`config.mk`:
```
export PLATFORM = sky130hd
export DESIGN_NAME = regfile_mp
export DESIGN_NICKNAME = d
export VERILOG_FILES = /design/src/rtl/regfile_mp.sv
export SDC_FILE = /design/constraint.sdc
export NUM_CORES = 2
export LEC_CHECK = 0
export CAP_MARGIN = 0
export CORE_UTILIZATION = 65
export DETAILED_ROUTE_END_ITERATION = 10
export MAX_ROUTING_LAYER = met4
export PLACE_DENSITY = 0.83
export SLEW_MARGIN = 10
export SYNTH_ARGS = -nofsm -noshare
export SYNTH_HDL_FRONTEND = slang
export SYNTH_SLANG_ARGS = --single-unit
```
`constraint.sdc`:
```
create_clock -name iClk -period 10.6 [get_ports iClk]
set_input_delay 2.65 -clock iClk [delete_from_list [all_inputs] [get_ports iClk]]
set_output_delay 2.65 -clock iClk [all_outputs]
set_load 0.005 [all_outputs]
```
`src/rtl/regfile_mp.sv`:
```
// regfile_mp: multi-ported register file with per-register busy scoreboard.
// Ports: iClk/iRst (async active-low); NUM_RD read ports (iRdEn, iRdAddr,
//   oRdData, oRdBusy); NUM_WR write ports (iWrEn, iWrAddr, iWrData);
//   reservation request (iRsvEn, iRsvAddr); oReady once all registers are zeroed.
module regfile_mp #(
    parameter int XLEN    = 32,
    parameter int REG_NUM = 32,
    parameter int NUM_RD  = 2,
    parameter int NUM_WR  = 1,
    parameter int BYPASS  = 1,
    localparam int AW     = $clog2(REG_NUM)
) (
    input  logic                           iClk,
    input  logic                           iRst,
    input  logic [NUM_RD-1:0]              iRdEn,
    input  logic [NUM_RD-1:0][AW-1:0]      iRdAddr,
    output logic [NUM_RD-1:0][XLEN-1:0]    oRdData,
    output logic [NUM_RD-1:0]              oRdBusy,
    input  logic [NUM_WR-1:0]              iWrEn,
    input  logic [NUM_WR-1:0][AW-1:0]      iWrAddr,
    input  logic [NUM_WR-1:0][XLEN-1:0]    iWrData,
    input  logic                           iRsvEn,
    input  logic [AW-1:0]                  iRsvAddr,
    output logic                           oReady
);

    typedef enum logic {
        ST_INIT,
        ST_RUN
    } state_e;

    state_e              state_q, state_d;
    logic [AW-1:0]       cnt_q, cnt_d;
    logic [REG_NUM-1:0]  busy_q, busy_d;
    logic [XLEN-1:0]     regs_q [REG_NUM];
    logic                run;

    assign run    = (state_q == ST_RUN);
    assign oReady = run;

    always_ff @(posedge iClk or negedge iRst) begin
        if (!iRst) begin
            state_q <= ST_INIT;
            cnt_q   <= '0;
            busy_q  <= '0;
        end else begin
            state_q <= state_d;
            cnt_q   <= cnt_d;
            busy_q  <= busy_d;
        end
    end

    always_comb begin
        state_d = state_q;
        cnt_d   = cnt_q;
        unique case (state_q)
            ST_INIT: begin
                cnt_d = cnt_q + 1'b1;
                if (cnt_q == AW'(REG_NUM - 1)) begin
                    state_d = ST_RUN;
                end
            end
            ST_RUN: begin
                state_d = ST_RUN;
            end
            default: begin
                state_d = ST_INIT;
            end
        endcase
    end

    // Reservation is applied after the write clears so that a new producer
    // issued in the same cycle keeps the register busy.
    always_comb begin
        busy_d = busy_q;
        if (run) begin
            for (int w = 0; w < NUM_WR; w++) begin
                if (iWrEn[w]) begin
                    busy_d[iWrAddr[w]] = 1'b0;
                end
            end
            if (iRsvEn) begin
                busy_d[iRsvAddr] = 1'b1;
            end
        end
        busy_d[0] = 1'b0;
    end

    // Storage has no reset; INIT sweeps zeros through it instead.
    // Later ports overwrite earlier ones, giving the highest index priority.
    always_ff @(posedge iClk) begin
        if (!run) begin
            regs_q[cnt_q] <= '0;
        end else begin
            for (int w = 0; w < NUM_WR; w++) begin
                if (iWrEn[w] && (iWrAddr[w] != '0)) begin
                    regs_q[iWrAddr[w]] <= iWrData[w];
                end
            end
        end
    end

    always_comb begin
        logic            hit;
        logic [XLEN-1:0] byp;
        oRdData = '0;
        oRdBusy = '0;
        for (int r = 0; r < NUM_RD; r++) begin
            hit = 1'b0;
            byp = '0;
            for (int w = 0; w < NUM_WR; w++) begin
                if (iWrEn[w] && (iWrAddr[w] != '0) &&
                    (iWrAddr[w] == iRdAddr[r])) begin
                    hit = 1'b1;
                    byp = iWrData[w];
                end
            end
            if (BYPASS == 0) begin
                hit = 1'b0;
            end
            // Outputs stay zero during reset/INIT, hiding uninitialised storage.
            if (run && iRdEn[r]) begin
                if (iRdAddr[r] != '0) begin
                    oRdData[r] = hit ? byp : regs_q[iRdAddr[r]];
                end
                oRdBusy[r] = busy_q[iRdAddr[r]] & ~hit;
            end
        end
    end

endmodule

```
==> run summary <==
EDFF count, synth: 1024
Area Overhead vs Synth: 11.0%
vias: 31.1k
clk_lat worst skew: 0.67 ns
# Post-CTS Setup Buffers: 0
Worst path depth: 8
num rows: 102
first-pass GRT wire length: 216000 um
# setup viols final: 0
TritonCTS clock tree: built
Pre-antenna DRT Iters: 6
number of buffers inserted by hold repair at cts: 0
placed cell area: 0.0532 mm2
Tcrit/Tclk final: 87.9%
gr usage total: 40.4%
post-cts sizing count: 0
Least-Margin Pin Slew: 1.26 ns
CP cell instances: clkdlybuf4s50_1, or3_1, o31ai_2, or3_2, buf_4, o21ai_0, a21oi_1, clkdlybuf4s50_1
hold path cells: 1
largest net degree at the start of global routing: 97
P_leak: 0.0195 uW
antenna violations before repair: 4
vias in the first global route: 31.5k
# H-tree levels: 3
Slew HR: 15.7%
Avg Cell Area, Syn: 19.3 um2
Filler Cells Inserted: 4332
Pwr Total: 8910 uW
1st-iter DRT viols: 5290
clk root buf: clkbuf_16
dominant synthesized flop cell: edfxtp_1
Crit-path slowest cell: or3_2
Inserted Clock Buffers: 104
Synthesis Warnings: 0
routability cong.: 0.923
post-synth net total: 2688
worst vdd ir: 178 uV
die area: 0.0792 mm2
final max-slew violation count: 0
largest delay contributor family on the critical path: buffers and inverters
Clock Path Buffers: 3
asr flop ratio synth: 3.49%
CTS sink cnt: 1061
Critical Path Max Stage Delay: 0.90 ns
final wirelength: 152000 um
setup TNS: 0 ns
Max Cap Viol: 0
Mapped Cells: 2628
CP startpoint kind: input port
Mapped Area: 0.0508 mm2
Routed WL per cell: 39.4 um
nets: 2779
Layout Skew: 0.0166 ns
Worst setup EP type: output port
crit path time final: 9.32 ns
Die Span X: 281 um
min-delay worst type: flip-flop to flip-flop
WP data arrival: 6.67 ns
num ports: 125
commonest cells after routing, fill and taps aside: edfxtp_1, mux4_2, mux2i_1, clkdlybuf4s50_1, clkbuf_16
Yosys reg bits: 1061
total grt overflow: 0
Fin Hold WS: 0.529 ns
IO Port Bufs: 124
CP Max Fanout: 39
Pwr per Cell Area: 158 mW/mm2
Starting Density: 65.6%
clock-pin slew on the worst setup and hold paths: 0.06 ns
Routed Antenna Nets: 0
final hold vios: 0
CP most frequent cell: clkdlybuf4s50_1
Finished Core Util: 72.8%
status: completed
Buf+Inv Stages, Crit Path: 3
core region area: 0.0773 mm2
Seq/Total Area, Yosys: 62.4%
RSZ-0062 raised after global routing: false
Post-route DRC: 0
commonest non-fill, non-tap cell in the layout: edfxtp_1
die height: 281 um
layout cell share with drive strength beyond 1: 29.2%
Max Clk Rate: 107 MHz
Final HPWL DP: 82100 um
Worst Path Required: 7.95 ns
post-synthesis cell type count: 60
post-route cell area: 0.0563 mm2
Worst Setup Path Type: input port to output port
Worst R2R Path Depth: 6
mean number of vias per cell: 8.09
## power by group
part / switching, uW / total [uW] / internal, uW
Combinational: 472 / 795 / 324
Sequential: 13.3 / 4640 / 4630
Clock: 1580 / 3470 / 1890
Total: 2070 / 8910 / 6840
## worst register-to-register path, cell delays in order (launching register included)
cell and delay (ns):
dfrtp_1 0.96, o311a_2 0.32, buf_4 0.55, mux2i_1 0.42, nand2_1 0.32, nor2_4 0.94
buf_4 0.52
## metrics by stage
stage               instances  setup slack (ns)
floorplan                2628              3.46
global placement         3653              1.61
detailed placement       3653              1.47
CTS                      3843              1.44
global route             3847              1.17
finish                   3850              1.28
## path summary, 6_finish.rpt
check	from	end	slack, ns
setup / recovery	iWrAddr[2]	oRdData[39]	1.28
hold / removal	cnt_q[3]	cnt_q[3]	0.53
setup reg to reg	oReady	regs_q[23][20]	6.21
hold reg to reg	cnt_q[3]	cnt_q[3]	0.53
max in group asynchronous	iRst	busy_q[23]	7.84
min in group asynchronous	iRst	cnt_q[1]	2.41
## layer usage
layer / GRT usage, % / vias to the layer above / routed length [um] / share of wire, %
li1: - / 11500 / - / -
met1: 50.5 / 15800 / 47600 / 31
met2: 60.4 / 3150 / 71300 / 47
met3: 11.1 / 708 / 22600 / 15
met4: 23.1 / 0 / 10000 / 6.6
met5: - / - / 0 / 0
## cell families after synthesis
kind of cell / share of synthesized area (%)
multiplexers: 27.8
buffers and inverters: 2.21
flip-flops: 62.4
AND/OR/NAND/NOR: 2.95
adder cells (fa/ha/maj): 0.0493
AO/OA/AOI/OAI: 4.41
XOR/XNOR: 0.224
## state kept, by name (all words and copies together), names as in the netlist
register / flops
regs_q: 1024
busy_q: 31
oReady: 1
cnt_q: 5
## Yosys cell counts, types with 24 or more instances
cell / n / area, um2
nand2_1: 41 / 154
mux2i_1: 171 / 1710
buf_4: 31 / 233
clkbuf_1: 94 / 353
edfxtp_1: 1024 / 30700
and2_1: 36 / 225
a211o_1: 32 / 280
o21ai_0: 80 / 400
dfrtp_1: 37 / 926
nor2b_1: 73 / 457
mux4_2: 543 / 12200
nor2_1: 73 / 274
buf_2: 47 / 235
a211oi_1: 79 / 593
a21oi_1: 24 / 120
## final cells by class
type                       count  area [um2]  area share [%]
clock buffer                 131        2730            4.84
antenna                        7        17.5          0.0311
sequential                  1061       31700            56.2
clock inverter                59         393           0.697
timing repair buffer         196        1950            3.45
multi-input combinational   1349       18300            32.4
tap                         1040        1300            2.31
inverter                       7        28.8          0.0511
Note: power is estimated with default switching activity, not from simulation.
